## config.mk

```make
export PLATFORM = sky130hd
export DESIGN_NAME = apb_master_bridge
export DESIGN_NICKNAME = d
export VERILOG_FILES = /design/src/rtl/apb_pkg.sv /design/src/rtl/apb_wait_counter.sv /design/src/rtl/apb_master_bridge.sv
export SDC_FILE = /design/constraint.sdc
export NUM_CORES = 1
export LEC_CHECK = 0
export BUFFER_PORTS_ARGS = -buffer_cell sky130_fd_sc_hd__buf_2
export CAP_MARGIN = 10
export CORE_ASPECT_RATIO = 1.4
export CORE_MARGIN = 2
export CORE_UTILIZATION = 43
export CTS_CLUSTER_SIZE = 25
export DETAILED_ROUTE_END_ITERATION = 10
export PLACE_DENSITY = 0.75
export SLEW_MARGIN = 30
export SYNTH_ARGS = -nofsm -noshare
export SYNTH_HDL_FRONTEND = slang
export SYNTH_HIERARCHICAL = 1
export SYNTH_SLANG_ARGS = --single-unit
export TNS_END_PERCENT = 1
```

## constraint.sdc

```tcl
create_clock -name clk -period 3.3 [get_ports clk]
set_input_delay 0.66 -clock clk [delete_from_list [all_inputs] [get_ports clk]]
set_output_delay 0.66 -clock clk [all_outputs]
set_load 0.02 [all_outputs]
```

## src/rtl/apb_pkg.sv

```systemverilog
// Shared definitions for the APB master bridge: FSM state encoding and the
// default ACCESS-phase timeout.
package apb_pkg;

  typedef enum logic [1:0] {
    IDLE   = 2'd0,
    SETUP  = 2'd1,
    ACCESS = 2'd2,
    RESP   = 2'd3
  } apb_state_e;

  localparam int APB_TIMEOUT_DEFAULT = 16;

endpackage

```

## src/rtl/apb_wait_counter.sv

```systemverilog
// Counts consecutive ACCESS cycles with PREADY low and flags the cycle that
// exhausts the timeout budget. A TIMEOUT_CYCLES of 0 never expires.
module apb_wait_counter
  import apb_pkg::*;
#(
  parameter int TIMEOUT_CYCLES = APB_TIMEOUT_DEFAULT
) (
  input  logic clk,
  input  logic rst,
  input  logic clr,
  input  logic inc,
  output logic expired
);

  localparam int CW = ($clog2(TIMEOUT_CYCLES + 1) > 5) ? $clog2(TIMEOUT_CYCLES + 1) : 5;
  localparam logic [CW-1:0] LAST = CW'((TIMEOUT_CYCLES == 0) ? 0 : TIMEOUT_CYCLES - 1);
  localparam logic ENABLED = (TIMEOUT_CYCLES != 0);

  logic [CW-1:0] count_q;

  // Saturates at all-ones so a disabled timeout can wait forever without wrapping.
  always_ff @(posedge clk or posedge rst) begin
    if (rst) begin
      count_q <= '0;
    end else if (clr) begin
      count_q <= '0;
    end else if (inc && (count_q != '1)) begin
      count_q <= count_q + CW'(1);
    end
  end

  // Combinational so the FSM leaves ACCESS on the same edge the count reaches the limit.
  assign expired = ENABLED && inc && (count_q >= LAST);

endmodule

```

## src/rtl/apb_master_bridge.sv

```systemverilog
// Bridges single CPU load/store requests onto an APB bus through an
// IDLE/SETUP/ACCESS/RESP sequence with misalignment and timeout errors.
module apb_master_bridge
  import apb_pkg::*;
#(
  parameter int TIMEOUT_CYCLES = APB_TIMEOUT_DEFAULT
) (
  input  logic        clk,
  input  logic        rst,
  input  logic        req_valid,
  output logic        req_ready,
  input  logic        req_write,
  input  logic [31:0] req_addr,
  input  logic [31:0] req_wdata,
  output logic        resp_valid,
  output logic [31:0] resp_rdata,
  output logic        resp_err,
  output logic        PSEL,
  output logic        PENABLE,
  output logic        PWRITE,
  output logic [31:0] PADDR,
  output logic [31:0] PWDATA,
  input  logic [31:0] PRDATA,
  input  logic        PREADY,
  input  logic        PSLVERR
);

  apb_state_e  state_q;
  logic [31:0] paddr_q;
  logic [31:0] pwdata_q;
  logic [31:0] resp_rdata_q;
  logic        pwrite_q;
  logic        psel_q;
  logic        penable_q;
  logic        resp_valid_q;
  logic        resp_err_q;
  logic        req_ready_q;
  logic        req_aligned;
  logic        wait_clr;
  logic        wait_inc;
  logic        wait_expired;

  assign req_aligned = (req_addr[1:0] == 2'b00);
  assign wait_clr    = (state_q == IDLE) && req_valid && req_aligned;
  assign wait_inc    = (state_q == ACCESS) && !PREADY;

  apb_wait_counter #(
    .TIMEOUT_CYCLES(TIMEOUT_CYCLES)
  ) u_wait_counter (
    .clk    (clk),
    .rst    (rst),
    .clr    (wait_clr),
    .inc    (wait_inc),
    .expired(wait_expired)
  );

  always_ff @(posedge clk or posedge rst) begin
    if (rst) begin
      state_q      <= IDLE;
      paddr_q      <= '0;
      pwdata_q     <= '0;
      pwrite_q     <= 1'b0;
      psel_q       <= 1'b0;
      penable_q    <= 1'b0;
      resp_valid_q <= 1'b0;
      resp_rdata_q <= '0;
      resp_err_q   <= 1'b0;
      req_ready_q  <= 1'b1;
    end else begin
      case (state_q)
        IDLE: begin
          if (req_valid && req_aligned) begin
            paddr_q     <= req_addr;
            pwdata_q    <= req_wdata;
            pwrite_q    <= req_write;
            psel_q      <= 1'b1;
            req_ready_q <= 1'b0;
            state_q     <= SETUP;
          end else if (req_valid) begin
            // Misaligned requests are answered with an error and never reach the bus.
            resp_valid_q <= 1'b1;
            resp_err_q   <= 1'b1;
            resp_rdata_q <= '0;
            req_ready_q  <= 1'b0;
            state_q      <= RESP;
          end
        end
        SETUP: begin
          penable_q <= 1'b1;
          state_q   <= ACCESS;
        end
        ACCESS: begin
          if (PREADY) begin
            resp_rdata_q <= (!pwrite_q && !PSLVERR) ? PRDATA : '0;
            resp_err_q   <= PSLVERR;
            resp_valid_q <= 1'b1;
            psel_q       <= 1'b0;
            penable_q    <= 1'b0;
            state_q      <= RESP;
          end else if (wait_expired) begin
            resp_rdata_q <= '0;
            resp_err_q   <= 1'b1;
            resp_valid_q <= 1'b1;
            psel_q       <= 1'b0;
            penable_q    <= 1'b0;
            state_q      <= RESP;
          end
        end
        RESP: begin
          resp_valid_q <= 1'b0;
          req_ready_q  <= 1'b1;
          state_q      <= IDLE;
        end
        default: begin
          state_q <= IDLE;
        end
      endcase
    end
  end

  assign req_ready  = req_ready_q;
  assign resp_valid = resp_valid_q;
  assign resp_rdata = resp_rdata_q;
  assign resp_err   = resp_err_q;
  assign PSEL       = psel_q;
  assign PENABLE    = penable_q;
  assign PWRITE     = pwrite_q;
  assign PADDR      = paddr_q;
  assign PWDATA     = pwdata_q;

endmodule

```

# Yosys cells after proc, flatten, opt, wreduce, memory -nomap -nowiden

Index checks and enable logic that the tools add are counted.
W data, S select, Z words.

Eq/ne operators: 9
Add/subtract/negate cells: 1
Reductions and logical operators: 24
Magnitude comparators: 1
Multiplexer cells: 28

Operators with widths:

| kind                  | count |
|---|---|
| $mux W32              | 5 |
| $pmux W32 S2          | 1 |
| $mux W1               | 10 |
| $mux W5               | 2 |
| $mux W2               | 4 |
| $pmux W1 S2           | 4 |
| $pmux W2 S4           | 1 |
| $reduce_and A2 Y1     | 4 |
| $reduce_and A4 Y1     | 2 |
| $reduce_bool A2 Y1    | 4 |
| $logic_and A1 B1 Y1   | 7 |
| $ne A3 B2 Y1 const B  | 2 |
| $add A5 B1 Y5 const B | 1 |
| $ge A5 B4 Y1 const B  | 1 |
| $ne A5 B5 Y1 const B  | 1 |
| $eq A2 B2 Y1 const B  | 2 |
| $logic_not A2 Y1      | 2 |
| $ne A2 B2 Y1 const B  | 2 |
| $logic_not A1 Y1      | 3 |
| $pmux W1 S3           | 1 |
| $reduce_and A3 Y1     | 1 |
| $reduce_bool A3 Y1    | 1 |
| $eq A2 B1 Y1 const B  | 1 |
| $ne A2 B1 Y1 const B  | 1 |

Output and inout bits: 102
Flip-flop bits (word level): 109
Input bits: 102

# Depth between registers and ports, before layout

Gate-level depths: netlist (run 1).

Depth in word-level cells: 6
Mapped depth: 9

# Modules after synthesis

Netlist (run 1), hierarchy kept.

By module, submodules not included:

| module            | area an instance (sq um) | cells an instance | times used |
|---|---|---|---|
| apb_master_bridge | 4276.6                   | 316               | 1 |
| apb_wait_counter  | 302.8                    | 28                | 1 |

# Worst setup path after synthesis (run 1)

OpenSTA, ideal clock, no wires.

Path kind: reg2reg
From: reg state_q[0]
To: reg resp_rdata_q[10] (netlist: resp_rdata[10])
Arrival time: 2240 ps
Slack: 981 ps
Setup time: 79 ps
Required time: 3221 ps
Stages on the path, launching flop included: 10
Buffers on the path: 2
Path through: dfrtp_1 inv_1 ha_1 buf_2 nor2b_1 a21boi_1 nor2_1 a2111oi_4 buf_6 mux2i_1

Cells in the longest elaborated chain, start to end: 5
Elaborated cells between the ends (all ways): 10
Those cells by class: eq/ne: 4; mux: 1; reduce/logical: 5

Ends and longest elaborated chain:

| element                     | RTL line                | RTL |
|---|---|---|
| start, declared             | apb_master_bridge.sv:28 | `apb_state_e state_q;` |
| start signal, assigned      | apb_master_bridge.sv:59 | `state_q <= IDLE;` |
| start signal, assigned      | apb_master_bridge.sv:78 | `state_q <= SETUP;` |
| start signal, assigned      | apb_master_bridge.sv:85 | `state_q <= RESP;` |
| $eq A2 B2 Y1                | apb_master_bridge.sv:45 | `assign wait_inc = (state_q == ACCESS) && !PREADY;` |
| $logic_and A1 B1 Y1         | apb_master_bridge.sv:45 |  |
| named net wait_inc          | apb_master_bridge.sv:40 | `logic wait_inc;` |
| $logic_and A1 B1 Y1         | apb_wait_counter.sv:33  | `assign expired = ENABLED && inc && (count_q >= LAST);` |
| named net wait_expired      | apb_master_bridge.sv:41 | `logic wait_expired;` |
| $ne A3 B2 Y1 (no line)      | -                       |  |
| $reduce_and A4 Y1 (no line) | -                       |  |
| end signal, assigned        | apb_master_bridge.sv:94 | `resp_rdata_q <= (!pwrite_q && !PSLVERR) ? PRDATA : '0;` |
| end, declared               | apb_master_bridge.sv:31 | `logic [31:0] resp_rdata_q;` |

The timed path passes the listed nets, and every way through them passes these cells.
A chain may end at the register's enable or synchronous reset.

# Worst setup path in the final report (run 1)

From: reg state_q[0]
To: reg resp_rdata_q[31] (netlist: resp_rdata[31])

Same word-level chain as after synthesis.

==> results of run 1 <==
## synthesized netlist by cell type (all sizes together) (2+ instances only)
| cell | number | area share |
|---|---|---|
| nor4bb | 2 | 0.0044 |
| buf | 15 | 0.022 |
| nor2 | 11 | 0.0090 |
| inv | 40 | 0.033 |
| nor2b | 6 | 0.0098 |
| mux2 | 65 | 0.16 |
| dfrtp | 108 | 0.59 |
| nand2 | 32 | 0.026 |
| o21ai | 2 | 0.0022 |
| a2111oi | 2 | 0.0079 |
| a21oi | 2 | 0.0022 |
| ha | 8 | 0.022 |
| mux2i | 37 | 0.081 |
| nand4 | 2 | 0.0041 |
## metal layers
layer | wire [µm] | vias to the layer above | GRT usage
met5 | 0 | - | 0
met1 | 4070 | 1584 | 0.211
li1 | - | 1532 | -
met3 | 621 | 18 | 0.0353
met4 | 244 | 0 | 0.0847
met2 | 5190 | 129 | 0.316
## stage by stage
step                total power [µW]  utilization  setup WS, ns  cell area (µm²)
CTS                             5580        0.580         0.484             6000
floorplan                       3800            -         0.981             4580
detailed placement              4580        0.554         0.516             5740
finish                          5510        0.580         0.499             6000
global route                    5820        0.580         0.240             6000
global placement                4490        0.554         0.712             5740
## worst max-delay path by stage
stage                    start  depth (start not counted)              to  slack [ns]
floorplan           state_q[0]                          9  resp_rdata[10]        0.98
global placement    state_q[0]                          8  resp_rdata[27]        0.71
detailed placement  state_q[0]                          8  resp_rdata[31]        0.52
CTS                 state_q[0]                          8  resp_rdata[31]        0.48
global route        state_q[0]                          8  resp_rdata[31]        0.24
finish              state_q[0]                          8  resp_rdata[31]        0.50
## final cells by class
| type | instances | area (µm²) | area share |
|---|---|---|---|
| clock inverters | 5 | 37.5 | 0.00625 |
| flip-flops and latches | 109 | 2730 | 0.455 |
| repair buffers | 208 | 1070 | 0.178 |
| inverters | 40 | 154 | 0.0256 |
| multi-input cells | 179 | 1620 | 0.269 |
| well taps | 138 | 173 | 0.0288 |
| clock buffers | 10 | 229 | 0.0381 |
## state kept, by name (all words and copies together), names as in the netlist
register / flops
PWDATA: 32
PWRITE: 1
state_q: 2
PSEL: 1
PADDR: 32
u_wait_counter/count_q: 5
resp_rdata: 32
req_ready: 1
PENABLE: 1
resp_err: 1
resp_valid: 1
## cell families after synthesis
family	count (synthesis)	share of synthesized area
multiplexers	102	0.242
buffers and inverters	56	0.0555
flip-flops	109	0.596
AND/OR/NAND/NOR	57	0.0612
XOR/XNOR	2	0.00383
AO/OA/AOI/OAI	10	0.0202
adder cells (fa/ha/maj)	8	0.0219
## power by group through the flow
stage / sequential, µW / clock (µW) / combinational (µW)
global route: 2220 / 1050 / 2550
floorplan: 2730 / 0 / 1070
detailed placement: 2170 / 0 / 2410
CTS: 2150 / 1010 / 2420
finish: 2140 / 980 / 2380
global placement: 2130 / 0 / 2350
==> results by group, run 1 <==
Cells and area
  • Antenna Cells: 0
  • Final Non-Filler Cells: 689
  • Area Overhead vs Synth: 31.1%
  • Fillers: 905
  • Commonest cells after routing, fill and taps aside: buf_2, dfrtp_1, mux2_2, inv_1, mux2i_1
  • Total Nets Final: roughly 660
  • Commonest non-fill, non-tap cell in the layout: buf_2
  • Share of layout cells above drive strength 1: 0.537

Synthesis
  • YS warnings: 6
  • Seq cells post-synth: 109
  • Number of synthesized flops with an enable pin: 0
  • Post-Synthesis Cells: 344
  • Sequential fraction of the synthesis area: 0.596
  • Syn nets: 454
  • Synth cell types: 31
  • Mapped Area: 0.00458 mm²
  • Syn avg cell area: 13.3 µm²
  • Ys async rst share: 1.00
  • Primary FF master, synth: dfrtp_1

Setup path
  • RR Startpoint: state_q[0]
  • Worst-path cell with the longest stage delay: buf_4
  • Startpoint Class: register
  • FF-to-FF End: resp_rdata[31]
  • Crit-path cells: inv_1 -> ha_1 -> nor2b_1 -> a21boi_1 -> nor2_1 -> a2111oi_4 -> buf_4 -> mux2i_1
  • R2R setup slack: 0.50 ns
  • CP Capture Type: register
  • Worst Path Buf+Inv: 2
  • CP delay by family, top: buffers and inverters
  • Cell depth of the worst flop-to-flop path: 8
  • Worst Path Max Fanout: 33
  • Worst Setup Path Type: register to register
  • Max incr delay on CP: 0.53 ns
  • WP data arrival: 3.05 ns
  • Required @ worst endpoint: 3.55 ns

Hold path
  • Hold crit path type: input port to async pin

Floorplan
  • Die width: 91.2 µm
  • Initial core utilization: 0.442
  • Area of the core: roughly 0.010 mm²
  • Num rows: 44
  • I/O pin cnt: 204
  • DIE HEIGHT: 126 µm
  • Die area: around 0.012 mm²

Global route
  • First-pass GRT wire length: 16.5 mm
  • Pin count of the biggest net entering global routing: 67
  • Gr usage total: 0.180
  • Vias in the first global route: 3,479
  • Remaining Overflow, GRT: 0
  • Antenna violations before repair: 0

Clock tree
  • # clock sinks: approximately 110
  • Reg clk slew, reported paths: 0.07 ns
  • Num CTS Buffers: 9
  • PostCTS Resize Cnt: 0
  • Root Driver: clkbuf_16
  • Worst skew pair latency: 0.34 ns
  • Cts hold-fix bufs: 0
  • CTS tree: done
  • Post-CTS setup buffers: 0
  • H-Tree Level Count: 3
  • Clock Path Buffers: 2

Timing
  • Final Hold Fails: 0
  • Least-Margin Pin Slew: between 0.8 and 0.9 ns
  • Final Critical Period: 2.80 ns
  • Max-slew headroom: 0.452
  • Worst Skew: 0.00758 ns
  • RSZ-0062 raised after global routing: no
  • Max Freq: 357 MHz
  • Hold WS: between 0.2 and 0.25 ns
  • Final period util: 0.849
  • Sum Neg Setup Slack: 0 ns
  • Max-slew violation count: 0
  • # setup viols final: 0

Route
  • Routed length per placed instance: 14.7 µm
  • Drt initial violations: 81
  • Remaining antenna violation count: 0
  • DRC: 0
  • Total number of vias: between 3,000 and 4,000
  • 1st-pass router iterations: 4
  • Total wire length after detailed routing: between 10 and 15 mm
  • Drt via density: 4.74

Power and ir drop
  • Pwr dens: 917 mW/mm²
  • Clk network pwr share: 0.178
  • Combinational fraction of design power: 0.433
  • Lkg Pwr: 0.00311 µW
  • Pint: 3380 µW
  • Sw Ratio: 0.387
  • Sequential fraction of design power: 0.389
  • Worst VDD drop: approximately 590 µV
  • P_sw: 2130 µW

Placement
  • Number of cells after detailed placement: 674
  • GPL Wtd Cong: 0.766
  • DPL Wire Length: 7.70 mm
  • IO buf count: 203

Flow run
  • Max-cap violation count: 0

Outcome
  • Outcome: finished, final reports clean
Power figures use the tool's default switching activity.
==> inputs of run 2 (changes only) <==
--- a/config.mk
+++ b/config.mk
@@ -5,6 +5,7 @@
 export SDC_FILE = /design/constraint.sdc
 export NUM_CORES = 1
 export LEC_CHECK = 0
+export ABC_AREA = 1
 export BUFFER_PORTS_ARGS = -buffer_cell sky130_fd_sc_hd__buf_2
 export CAP_MARGIN = 10
 export CORE_ASPECT_RATIO = 1.4
@@ -12,7 +13,7 @@
 export CORE_UTILIZATION = 43
 export CTS_CLUSTER_SIZE = 25
 export DETAILED_ROUTE_END_ITERATION = 10
-export PLACE_DENSITY = 0.75
+export PLACE_DENSITY = 0.74
 export SLEW_MARGIN = 30
 export SYNTH_ARGS = -nofsm -noshare
 export SYNTH_HDL_FRONTEND = slang
==> constraint.sdc (replaced) <==
create_clock -name clk -period 2.45 [get_ports clk]
set_input_delay 0.49 -clock clk [delete_from_list [all_inputs] [get_ports clk]]
set_output_delay 0.49 -clock clk [all_outputs]
set_load 0.02 [all_outputs]
==> results by group, run 2 <==
Outcome
  • Outcome: finished, final reports clean

Route
  • Total wire length after detailed routing: 11.7 mm (+15%)
  • Drt via density: 4.63 (-2.2%)
  • Remaining antenna violation count: 0 (unchanged)
  • Total number of vias: 4,283 (+31%)
  • Routed length per placed instance: 12.6 µm (-14%)
  • 1st-pass router iterations: 4 (unchanged)
  • DRC: 0 (unchanged)
  • Drt initial violations: 150 (+85%)

Synthesis
  • Post-synth top area share: 0.561 (-0.0290)
  • Post-synth top cells: nand2_1, dfrtp_1, inv_1, nor2_1, nand3_1
  • Primary FF master, synth: dfrtp_1
  • Syn avg cell area: 8.27 µm² (-38%)
  • Seq cells post-synth: 109 (unchanged)
  • Mapped Area: 0.00482 mm² (+5.2%)
  • Sequential fraction of the synthesis area: 0.567 (-0.0293)
  • Post-synth top area cell: dfrtp_1
  • Synth area leaders: dfrtp_1, nand2_1, nand3_1
  • Synth cell types: 25 (-19%)
  • Syn nets: 692 (+52%)
  • Count leader, synth: nand2_1
  • Number of synthesized flops with an enable pin: 0 (unchanged)
  • YS warnings: 6 (unchanged)
  • Ys async rst share: 1.00 (unchanged)
  • Post-Synthesis Cells: 582 (+69%)

Timing
  • Final setup margin: 0.223 ns (-0.276 ns)
  • Worst Skew: 0.00925 ns (+0.00167 ns)
  • Final Hold Fails: 0 (unchanged)
  • Max-slew violation count: 0 (unchanged)
  • RSZ-0062 raised after global routing: no
  • Least-Margin Pin Slew: 0.756 ns (-0.0656 ns)
  • Final Critical Period: 2.23 ns (-0.574 ns)
  • Sum Neg Setup Slack: 0 ns (unchanged)
  • Max Freq: 449 MHz (+26%)
  • # setup viols final: 0 (unchanged)
  • Final period util: 0.909 (+0.0601)
  • Max-slew headroom: 0.495 (+0.0427)

Clock tree
  • Reg clk slew, reported paths: 0.07 ns (about the same)
  • PostCTS Resize Cnt: 0 (unchanged)
  • Clock Path Buffers: 2 (unchanged)
  • Root Driver: clkbuf_16
  • Worst skew pair latency: 0.35 ns (about the same)
  • Num CTS Buffers: 9 (unchanged)
  • # clock sinks: 109 (unchanged)
  • CTS tree: done
  • Post-CTS setup buffers: 0 (unchanged)
  • Cts hold-fix bufs: 0 (unchanged)
  • H-Tree Level Count: 3 (unchanged)

Setup path
  • CP Capture Type: register
  • Cell depth of the worst flop-to-flop path: 11 (+3)
  • Startpoint Class: register
  • Worst Path Max Fanout: 27 (-18%)
  • Worst-path cell with the longest stage delay: dfrtp_1
  • Worst Setup Path Type: register to register
  • Worst Path Buf+Inv: 1 (-1)
  • WP data arrival: 2.51 ns (-0.54 ns)
  • Crit. path cell count: 11 (+3)
  • Crit-path cells: ha_1 -> nand2_1 -> nor2_1 -> ha_1 -> nor2_1 -> a21boi_0 -> nor2_4 -> a21oi_4 -> buf_12 -> nand3_1 -> nand2_1
  • Max incr delay on CP: 0.40 ns (-0.13 ns)
  • Required @ worst endpoint: 2.73 ns (-0.82 ns)
  • CP delay by family, top: compound AO/OA/AOI/OAI gates

Global route
  • Vias in the first global route: 4,216 (+21%)
  • Pin count of the biggest net entering global routing: 44 (-34%)
  • Gr usage total: 0.196 (+0.0160)
  • Remaining Overflow, GRT: 0 (unchanged)
  • Antenna violations before repair: 0 (unchanged)
  • First-pass GRT wire length: 19.1 mm (+15%)

Hold path
  • Hold crit path type: input port to async pin

Floorplan
  • DIE HEIGHT: 129 µm (+2.5%)
  • I/O pin cnt: 204 (unchanged)
  • Die area: 0.0121 mm² (+5.0%)
  • Die width: 93.4 µm (+2.4%)
  • Num rows: 45 (+2.3%)
  • Initial core utilization: 0.443 (+0.000721)
  • Area of the core: 0.0109 mm² (+5.0%)

Cells and area
  • Antenna Cells: 0 (unchanged)
  • Commonest cells after routing, fill and taps aside: nand2_1, buf_2, dfrtp_1, inv_1, nor2_1
  • Commonest non-fill, non-tap cell in the layout: nand2_1
  • Share of layout cells above drive strength 1: 0.314 (-0.223)
  • Total Nets Final: 889 (+35%)
  • Area Overhead vs Synth: 28.9%

Power and ir drop
  • Pwr dens: 1190 mW/mm² (+30%)
  • Final total power: 7380 µW (+34%)
  • Lkg Pwr: 0.00385 µW (+24%)
  • Worst VDD drop: 498 µV (-16%)

Placement
  • DPL Wire Length: 8.70 mm (+13%)
  • GPL Wtd Cong: 0.812 (+5.9%)
  • IO buf count: 203 (unchanged)
  • Place WS: 0.231 ns (-0.285 ns)

Flow run
  • Max-cap violation count: 0 (unchanged)
run 2: changes by cell type in the layout (fill, tap and decap cells not counted), sizes merged, moves of 3 or more:
cell | previous run | this run
nand3 | 0 | 36
nand2 | 32 | 282
inv | 40 | 54
a21oi | 2 | 5
buf | 208 | 213
mux2i | 37 | 0
mux2 | 65 | 0
nor2 | 11 | 48
o21ai | 2 | 6
nor2b | 6 | 0
run 2: cells by family after synthesis:
logic type               synth area share
buffers and inverters              0.0855
flip-flops                          0.567
adder cells (fa/ha/maj)            0.0208
AND/OR/NAND/NOR                     0.306
XOR/XNOR                          0.00182
AO/OA/AOI/OAI                      0.0197
run 2: path summary, 6_finish.rpt:
kind | from | endpoint | slack, ns
max reg2reg | u_wait_counter/count_q[0] | resp_rdata[21] | 0.22
min in group clk | req_addr[27] | PADDR[27] | 0.33
min reg2reg | resp_rdata[16] | resp_rdata[16] | 0.47
max in group asynchronous | rst | req_ready | 1.51
max | u_wait_counter/count_q[0] | resp_rdata[21] | 0.22
min | rst | u_wait_counter/count_q[4] | 0.07
run 2: cell type report:
type,count,area [µm²]
clock buffers,10,239
flip-flops and latches,109,2730
clock inverters,6,46.3
repair buffers,213,1140
well taps,141,176
fillers,1012,4660
inverters,53,203
multi-input cells,393,1680
run 2: where the power goes:
group	switching [µW]	internal, µW	total [µW]
Sequential	369	2470	2840
Combinational	2110	1030	3150
Clock	663	727	1390
Total	3150	4230	7380
run 2: metrics by stage:
step	hold slack, ns	cell area [µm²]	utilization	instances
after floorplan	0.269	4820	-	582
after global placement	0.425	5920	0.545	909
after detailed placement	0.433	5920	0.545	909
after CTS	0.0629	6210	0.571	925
after global routing	0.0732	6210	0.571	925
final	0.0722	6210	0.571	925
run 2: routing by layer:
layer,vias up,wire length [µm],global-route usage,part of all wire
met1,1960,4730,0.234,0.41
met5,-,0,0,0
met2,168,5680,0.332,0.49
met3,20,1010,0.0605,0.086
met4,0,234,0.0744,0.020
li1,2135,-,-,-
